[src/rtl/dfx_seq_pkg.sv]
// Shared types and default timing constants for the DFX reconfigurable
// partition shutdown sequencer.
package dfx_seq_pkg;

    // Sequencer states; the encodings are visible on the debug port.
    typedef enum logic [2:0] {
        ST_ACTIVE   = 3'd0,
        ST_DRAIN    = 3'd1,
        ST_DECOUPLE = 3'd2,
        ST_GATE     = 3'd3,
        ST_WAIT_CFG = 3'd4,
        ST_RESTART  = 3'd5,
        ST_RELEASE  = 3'd6
    } seq_state_t;

    // Default cycle counts for the drain, settle and reset-hold intervals.
    localparam int DEF_DRAIN_TIMEOUT    = 1024;
    localparam int DEF_CE_SETTLE_CYCLES = 8;
    localparam int DEF_RST_HOLD_CYCLES  = 16;
    localparam int DEF_CNT_W            = 11;

    // Largest of three cycle counts, used to size-check the counter width.
    function automatic int max3(input int a, input int b, input int c);
        int m;
        m = (a > b) ? a : b;
        return (m > c) ? m : c;
    endfunction

endpackage

[src/rtl/dfx_seq_counter.sv]
// Loadable saturating down-counter with a terminal-count flag. The
// sequencer loads it on every state change with the number of cycles the
// new state should last; tc rises once the count has run down to zero.
module dfx_seq_counter #(
    parameter int CNT_W       = 11,
    parameter int RESET_VALUE = 0
) (
    input  logic             clk,
    input  logic             rst_n,
    input  logic             load,
    input  logic [CNT_W-1:0] load_value,
    output logic             tc
);

    logic [CNT_W-1:0] count;

    // Load on request, otherwise count down and hold at zero (never wraps).
    always_ff @(posedge clk or negedge rst_n) begin
        if (!rst_n) begin
            count <= CNT_W'(RESET_VALUE);
        end else if (load) begin
            count <= load_value;
        end else if (count != '0) begin
            count <= count - CNT_W'(1);
        end
    end

    assign tc = (count == '0);

endmodule

[src/rtl/dfx_rp_shutdown_sequencer.sv]
// Shutdown/restart sequencer for the reconfigurable partition feeding the
// DDR4 NoC path. Drains RP traffic, decouples, gates the RP clock, waits for
// the partial bitstream, then re-enables the clock and releases reset.
module dfx_rp_shutdown_sequencer
    import dfx_seq_pkg::*;
#(
    parameter int DRAIN_TIMEOUT    = DEF_DRAIN_TIMEOUT,
    parameter int CE_SETTLE_CYCLES = DEF_CE_SETTLE_CYCLES,
    parameter int RST_HOLD_CYCLES  = DEF_RST_HOLD_CYCLES,
    parameter int CNT_W            = DEF_CNT_W
) (
    input  logic       clk_in1,
    input  logic       ext_reset_in,
    input  logic       shutdown_req,
    output logic       shutdown_ack,
    input  logic       reconfig_done,
    input  logic       rp_idle,
    output logic       decouple,
    output logic       ce_out,
    output logic       rp_reset_n,
    output logic       timeout_err,
    output logic [2:0] state_o
);

    if ((1 << CNT_W) <= max3(DRAIN_TIMEOUT, CE_SETTLE_CYCLES, RST_HOLD_CYCLES)) begin : g_cnt_w_check
        $error("CNT_W too small for the configured cycle counts");
    end

    seq_state_t       state;
    seq_state_t       next_state;
    logic             drain_timeout;
    logic             cnt_load;
    logic [CNT_W-1:0] cnt_value;
    logic             cnt_tc;

    // Transition rules; in DRAIN an abort beats rp_idle, which beats timeout.
    always_comb begin
        next_state    = state;
        drain_timeout = 1'b0;
        case (state)
            ST_ACTIVE: begin
                if (shutdown_req) next_state = ST_DRAIN;
            end
            ST_DRAIN: begin
                if (!shutdown_req) begin
                    next_state = ST_ACTIVE;
                end else if (rp_idle) begin
                    next_state = ST_DECOUPLE;
                end else if (cnt_tc) begin
                    next_state    = ST_DECOUPLE;
                    drain_timeout = 1'b1;
                end
            end
            ST_DECOUPLE: begin
                if (cnt_tc) next_state = ST_GATE;
            end
            ST_GATE: begin
                next_state = ST_WAIT_CFG;
            end
            ST_WAIT_CFG: begin
                if (reconfig_done) next_state = ST_RESTART;
            end
            ST_RESTART: begin
                if (cnt_tc) next_state = ST_RELEASE;
            end
            ST_RELEASE: begin
                if (cnt_tc) next_state = ST_ACTIVE;
            end
            default: begin
                next_state = ST_RESTART;
            end
        endcase
    end

    // Reload the interval counter whenever the state changes. DECOUPLE gets
    // one extra cycle because its decouple output lags the state by a cycle.
    always_comb begin
        cnt_load  = (next_state != state);
        cnt_value = '0;
        case (next_state)
            ST_DRAIN:    cnt_value = CNT_W'(DRAIN_TIMEOUT - 1);
            ST_DECOUPLE: cnt_value = CNT_W'(CE_SETTLE_CYCLES);
            ST_RESTART:  cnt_value = CNT_W'(RST_HOLD_CYCLES - 1);
            ST_RELEASE:  cnt_value = CNT_W'(CE_SETTLE_CYCLES - 1);
            default:     cnt_value = '0;
        endcase
    end

    // Out of reset the counter already holds the RESTART hold interval,
    // because the RM is present in the full bitstream.
    dfx_seq_counter #(
        .CNT_W      (CNT_W),
        .RESET_VALUE(RST_HOLD_CYCLES - 1)
    ) u_counter (
        .clk       (clk_in1),
        .rst_n     (ext_reset_in),
        .load      (cnt_load),
        .load_value(cnt_value),
        .tc        (cnt_tc)
    );

    // State register plus registered outputs driven from the state being entered.
    always_ff @(posedge clk_in1 or negedge ext_reset_in) begin
        if (!ext_reset_in) begin
            state        <= ST_RESTART;
            ce_out       <= 1'b1;
            decouple     <= 1'b1;
            rp_reset_n   <= 1'b0;
            shutdown_ack <= 1'b0;
            timeout_err  <= 1'b0;
        end else begin
            state <= next_state;
            case (next_state)
                ST_ACTIVE: begin
                    ce_out       <= 1'b1;
                    decouple     <= 1'b0;
                    rp_reset_n   <= 1'b1;
                    shutdown_ack <= 1'b0;
                    timeout_err  <= 1'b0;
                end
                ST_DRAIN: begin
                    ce_out       <= 1'b1;
                    decouple     <= 1'b0;
                    rp_reset_n   <= 1'b1;
                    shutdown_ack <= 1'b0;
                end
                ST_DECOUPLE: begin
                    ce_out       <= 1'b1;
                    decouple     <= (state == ST_DECOUPLE);
                    rp_reset_n   <= 1'b1;
                    shutdown_ack <= 1'b0;
                    if (drain_timeout) timeout_err <= 1'b1;
                end
                ST_GATE, ST_WAIT_CFG: begin
                    ce_out       <= 1'b0;
                    decouple     <= 1'b1;
                    rp_reset_n   <= 1'b0;
                    shutdown_ack <= 1'b1;
                end
                ST_RESTART: begin
                    ce_out       <= 1'b1;
                    decouple     <= 1'b1;
                    rp_reset_n   <= 1'b0;
                    shutdown_ack <= 1'b0;
                end
                ST_RELEASE: begin
                    ce_out       <= 1'b1;
                    decouple     <= 1'b1;
                    rp_reset_n   <= 1'b1;
                    shutdown_ack <= 1'b0;
                end
                default: begin
                    ce_out       <= 1'b1;
                    decouple     <= 1'b1;
                    rp_reset_n   <= 1'b0;
                    shutdown_ack <= 1'b0;
                end
            endcase
        end
    end

    assign state_o = state;

endmodule

[config.mk]
export PLATFORM = sky130hd
export DESIGN_NAME = dfx_rp_shutdown_sequencer
export DESIGN_NICKNAME = d
export VERILOG_FILES = /design/src/rtl/dfx_seq_pkg.sv /design/src/rtl/dfx_seq_counter.sv /design/src/rtl/dfx_rp_shutdown_sequencer.sv
export SDC_FILE = /design/constraint.sdc
export NUM_CORES = 1
export LEC_CHECK = 0
export CORE_MARGIN = 1
export CORE_UTILIZATION = 55
export DETAILED_ROUTE_END_ITERATION = 6
export PLACE_DENSITY = 0.78
export REMOVE_ABC_BUFFERS = 1
export SYNTH_ARGS = -nofsm -noshare
export SYNTH_HDL_FRONTEND = slang
export SYNTH_SLANG_ARGS = --single-unit
export TNS_END_PERCENT = 5
[constraint.sdc]
create_clock -name clk_in1 -period 2.6 [get_ports clk_in1]
set_clock_uncertainty 0.1 [all_clocks]
set_input_delay 0.39 -clock clk_in1 [delete_from_list [all_inputs] [get_ports clk_in1]]
set_output_delay 0.39 -clock clk_in1 [all_outputs]
set_load 0.03 [all_outputs]
Word-level counts from Yosys, hierarchy flattened
Cells that the tools add are included.
{"block": "word_totals", "register_bits": 19, "input_bits": 5, "out_inout_bits": 8, "elab_cells": 54}
{"block": "classes", "add_sub_neg": 1, "n_eq_ne": 14, "mux": 22, "n_reduce_logical": 10}
{"operator": "case mux 10 bit (4 select lines)", "n": 1}
{"operator": "two-way mux 3 bit", "n": 8}
{"operator": "two-way mux 11 bit", "n": 2}
{"operator": "case mux 3 bit (7 select lines)", "n": 1}
{"operator": "equality test 3 bit, second input constant", "n": 6}
{"operator": "equality test 3 x 2 -> 1 bit, second input constant", "n": 4}
{"operator": "zero test 11 bit", "n": 1}
{"operator": "nonzero test 11 bit", "n": 1}
{"operator": "subtractor 11 x 1 -> 11 bit, second input constant", "n": 1}
{"operator": "two-way mux 1 bit", "n": 8}
{"operator": "equality test 3 x 1 -> 1 bit, second input constant", "n": 2}
{"operator": "zero test 3 bit", "n": 2}
{"operator": "case mux 1 bit (2 select lines)", "n": 2}
{"operator": "nonzero test 2 bit", "n": 2}
{"operator": "OR reduction 2 bit", "n": 2}
{"operator": "OR reduction 4 bit", "n": 1}
{"operator": "inequality test 3 bit", "n": 1}
{"operator": "inequality test 2 bit, second input constant", "n": 1}
{"operator": "AND reduction 2 bit", "n": 1}

Logic depth before layout (Yosys ltp)
{"block": "depth", "word_depth": 8, "ltp_mapped": 9, "depth_no_buf": 7}

By module
Synthesis repeated with hierarchy kept, for this count alone.
{"block": "hier_totals", "cells_unflattened": 118, "hier_area_um2": 1126.1}
{"mod": "dfx_seq_counter", "n_inst": 1, "cells_each": 63, "area_each_um2": 631.9, "seq_area_each_um2": 280.3}
{"mod": "dfx_rp_shutdown_sequencer", "n_inst": 1, "cells_each": 55, "area_each_um2": 494.2, "seq_area_each_um2": 205.2}

Worst setup path after synthesis
OpenSTA, ideal clock, no wires.
{"block": "synth_path", "path_type": "register to register", "start": "register u_counter.count[0]", "end": "register shutdown_ack", "setup_time_ns": 0.127, "arrival_ns": 1.879, "required_ns": 2.373, "slack_ns": 0.494, "path_stages_with_launch": 9, "path_buffers": 1, "period_less_slack_ns": 2.106, "cell_sequence": "dfstp_2 > inv_1 > ha_1 > nor3b_2 > and4_1 > buf_6 > a211oi_2 > mux2i_2 > a21oi_1"}
{"block": "synth_via", "elab_chain_cells": 8, "word_cells_on_any_way": 12, "classes_between": "eq/ne: 2; mux: 8; reduce/logical: 2"}
{"element": "start: declaration", "line": "dfx_seq_counter.sv:15", "text": "logic [CNT_W-1:0] count;"}
{"element": "start signal: assignment", "line": "dfx_seq_counter.sv:20", "text": "count <= CNT_W'(RESET_VALUE);"}
{"element": "start signal: assignment", "line": "dfx_seq_counter.sv:22", "text": "count <= load_value;"}
{"element": "start signal: assignment", "line": "dfx_seq_counter.sv:24", "text": "count <= count - CNT_W'(1);"}
{"element": "zero test 11 bit *", "line": "dfx_seq_counter.sv:28", "text": "assign tc = (count == '0);"}
{"element": "two-way mux 3 bit", "line": "dfx_rp_shutdown_sequencer.sv:49", "text": "end else if (cnt_tc) begin"}
{"element": "two-way mux 3 bit", "line": "dfx_rp_shutdown_sequencer.sv:47", "text": "end else if (rp_idle) begin"}
{"element": "two-way mux 3 bit", "line": "dfx_rp_shutdown_sequencer.sv:45", "text": "if (!shutdown_req) begin"}
{"element": "case mux 3 bit (7 select lines) *", "line": "dfx_rp_shutdown_sequencer.sv:40", "text": "case (state)"}
{"element": "equality test 3 x 2 -> 1 bit / equality test 3 bit (equally long branches)", "line": "dfx_rp_shutdown_sequencer.sv:113", "text": "case (next_state)"}
{"element": "OR reduction 2 bit *", "line": "dfx_rp_shutdown_sequencer.sv:113"}
{"element": "two-way mux 1 bit *", "line": "dfx_rp_shutdown_sequencer.sv:113"}
{"element": "end signal: assignment", "line": "dfx_rp_shutdown_sequencer.sv:109", "text": "shutdown_ack <= 1'b0;"}
{"element": "end signal: assignment", "line": "dfx_rp_shutdown_sequencer.sv:118", "text": "shutdown_ack <= 1'b0;"}
{"element": "end signal: assignment", "line": "dfx_rp_shutdown_sequencer.sv:125", "text": "shutdown_ack <= 1'b0;"}
{"element": "end: declaration", "line": "dfx_rp_shutdown_sequencer.sv:15", "text": "output logic shutdown_ack,"}
Every way passes the cells marked *; elsewhere a longest branch is shown, timed or not.
A chain may end at the register's enable or synchronous reset.

Final worst setup path
{"block": "layout_path", "start": "register u_counter.count[0]", "end": "register u_counter.count[3]"}
{"block": "layout_via", "elab_chain_cells": 8, "word_cells_on_any_way": 19, "classes_between": "add/sub: 1; eq/ne: 5; mux: 10; reduce/logical: 3"}
{"element": "zero test 11 bit", "line": "dfx_seq_counter.sv:28"}
{"element": "two-way mux 3 bit", "line": "dfx_rp_shutdown_sequencer.sv:49"}
{"element": "two-way mux 3 bit", "line": "dfx_rp_shutdown_sequencer.sv:47"}
{"element": "two-way mux 3 bit", "line": "dfx_rp_shutdown_sequencer.sv:45"}
{"element": "case mux 3 bit (7 select lines)", "line": "dfx_rp_shutdown_sequencer.sv:40"}
{"element": "equality test 3 bit, or another cell as far along", "line": "dfx_rp_shutdown_sequencer.sv:80", "text": "case (next_state)"}
{"element": "case mux 10 bit (4 select lines)", "line": "dfx_rp_shutdown_sequencer.sv:80"}
{"element": "two-way mux 11 bit", "line": "dfx_seq_counter.sv:21", "text": "end else if (load) begin"}
Several ways; a longest one is shown, not always the timed one. The select of a mux whose other input is x is not followed.

==> flow_metrics.tcl <==
set metrics [dict create \
    power_frac_seq_pct 37.1 \
    ant_nets 0 \
    yosysSeqAreaShare_pct 40.17 \
    nets 141 \
    finalCritPeriodShare_pct 90.67 \
    swShare_pct 43.36 \
    max_freq_ghz 0.4242 \
    setup-violations-final 0 \
    clk_latency_ns 0.29 \
    yosys-top-cells-area "dfrtp_1 23%, dfstp_2 17%, a21oi_1 5.4%" \
    diodes 0 \
    met3_usage_pct 3.427 \
    clkSinkCount 19 \
    antenna_found_initial 0 \
    r2r_setup_slack_ns 0.24 \
    arrival_ns 2.49 \
    yosys.area.top_type "dfrtp_1" \
    path_max_fanout 14 \
    post_cts_buffers 0 \
    area_growth_pct 11.08 \
    core-area_um2 2022 \
    critical_path.max_stage_delay_ns 0.55 \
    drive_above_1_share_pct 17.91 \
    rsz0062_at_grt "no" \
    reg2reg_depth 7 \
    dp_hpwl_mm 1.696 \
    critPathLaunch "u_counter.count[0]" \
    relSlewSlack_pct 44.73 \
    synthCells 124 \
    p_per_area_nw_per_um2 1132 \
    syn_avg_cell_area_um2 9.747 \
    cts_buffers 3 \
    grt_pass1_vias 872 \
    synth_edf_count 0 \
    worstMarginPinSlew_ns 0.8265 \
    path_cells "inv_1 -> ha_1 -> nor3b_2 -> and4_1 -> a21oi_2 -> nor2_2 -> a211o_1" \
    status "completed" \
    htreeDepth 1 \
    grt_first_pass_wirelength_mm 3.988 \
    p_int_w 0.0008610 \
    p_leak_nw 0.5941 \
    wl_mm 2.350 \
    ys_dominant_reg_cell "dfrtp_1" \
    boundaryPins 13 \
    drv_cap 0 \
    yosysUniqueCellTypes 52 \
    dieArea_um2 2389 \
    cp.buffers_inverters 1 \
    cts_root_buf "clkbuf_4" \
    drc_errors 0 \
    end_kind "flop" \
    drtPass1Iterations 4 \
    ir_worst_vdd_mv 0.5671 \
    fp.dieW_um 48.88 \
    n_fill_cell 182 \
    timing.rr.start "u_counter.count[0]" \
    netlist_area_um2 1209 \
    hold_viol 0 \
    grt.met1_usage_pct 31.06 \
    crit_slowest_cell "dfstp_2" \
    ctsResizeCount 0 \
    clk_pin_slew_ns 0.11 \
    cp.required_ns 2.73 \
    ys_ff_latch 19 \
    clock_path_buffers 2 \
    hold_path_class "in2async" \
    combPwrFrac_pct 53.4 \
    yosys_warnings 0 \
    stdcell_count 161 \
    track_usage_pct 21.50 \
    period_minus_slack_ns 2.357 \
    p_switching_w 0.0006592 \
    synthArstFlopShare_pct 100.0 \
    path_delay_family "simple AND/OR/NAND/NOR gates" \
    cts_tree "done" \
    path_class "reg2reg" \
    portBuffers 12 \
    clkPwrFrac_pct 9.5 \
    rows 16 \
    initial_utilization_pct 59.78 \
    die_h_um 48.88 \
    start_kind "flop" \
    vias_per_cell 6.286 \
    avgRoutedWirePerCell_um 14.60 \
    vias 1012 \
    place_congestion 0.7964 \
    grt.busiest_layer "met2" \
    setup_tns_ns 0 \
    gr-usage-met2_pct 32.18 \
    slew_viol_final 0 \
    drtIter0Drc 52 \
    r2r_end "u_counter.count[3]" \
    synth_top_area_share_pct 22.77 \
    overflow 0 \
    grt_max_degree 20 \
    placed_cells 157 \
    holdBufCountCts 0 \
]
## synthesized netlist by cell type (2+ instances only)
| master | n |
|---|---|
| nand2_1 | 6 |
| nand4_1 | 2 |
| xor2_1 | 4 |
| buf_6 | 2 |
| o21a_1 | 3 |
| nor3_1 | 3 |
| o31ai_1 | 2 |
| o21ai_0 | 8 |
| nor4_1 | 3 |
| nor2_1 | 7 |
| a21oi_1 | 13 |
| dfstp_2 | 8 |
| dfrtp_1 | 11 |
| nand3_1 | 2 |
| xnor2_1 | 3 |
| a41o_1 | 2 |
| inv_1 | 6 |
| buf_2 | 4 |
| a21o_1 | 2 |
## metrics by stage
stage               total power [W]  worst slack [ns]  hold slack, ns  area (um2)  util (%)
floorplan                  0.001144            0.4310       -0.005591        1146         -
global placement           0.001354            0.2381          0.4414        1315     65.04
detailed placement         0.001370            0.2078          0.4351        1315     65.04
CTS                        0.001519            0.2509          0.4541        1343     66.40
global route               0.001644           0.09633          0.4759        1343     66.40
finish                     0.001520            0.2425          0.4607        1343     66.40
## cell families (layout without fill, tap and decap cells)
| logic type | count (synthesis) | count (layout) | share of synthesized area, % |
|---|---|---|---|
| buffers and inverters | 14 | 24 | 7.038 |
| adders and majority gates | 1 | 1 | 1.035 |
| and+or+nand+nor | 40 | 40 | 22.16 |
| xor gates and xnor gates | 7 | 7 | 5.073 |
| AOI/OAI and AO/OA | 41 | 41 | 22.57 |
| DFF | 19 | 19 | 40.17 |
| muxes | 2 | 2 | 1.967 |
## how the worst max path moves through the flow
stage,endpoint,depth (start not counted)
floorplan,shutdown_ack,7
CTS,shutdown_ack,7
finish,u_counter.count[3],7
global placement,ce_out,6
global route,u_counter.count[3],7
detailed placement,ce_out,6
## layer usage
layer / up-vias / part of all wire, %
met1: 490 / 48
met3: 4 / 5.4
met5: - / 0
li1: 481 / -
met4: 0 / 0.98
met2: 37 / 45
## placed cells by master, fill, tap and decap left out, types with 4 or more instances in the layout
cell             instances
dfrtp_1                 11
clkdlybuf4s50_1         12
xor2_1                   4
dfstp_2                  8
inv_1                    6
o21ai_0                  8
a21oi_1                 13
nor2_1                   7
nand2_1                  6
## final cells by class
class	instances	area (um2)	share of cell area, %
multi-input cells	91	638.1	47.53
flip-flops and latches	19	485.5	36.16
repair buffers	14	135.1	10.07
well taps	27	33.78	2.516
clock buffers	3	22.52	1.678
inverters	6	22.52	1.678
clock inverters	1	5.005	0.3728
## power groups by stage
stage	Sequential [W]	Clock (W)	Combinational (W)
CTS	0.000561	0.000151	0.000806
detailed placement	0.000568	0	0.000802
global route	0.000581	0.000166	0.000896
global placement	0.000563	0	0.000792
finish	0.000564	0.000145	0.000812
floorplan	0.000590	0	0.000555
## state kept, by name, indices dropped and copies added (netlist names)
signal	cells
ce_out	1
shutdown_ack	1
rp_reset_n	1
timeout_err	1
state_o	3
u_counter.count	11
decouple	1
No activity file was read; power rests on OpenSTA's default activity.
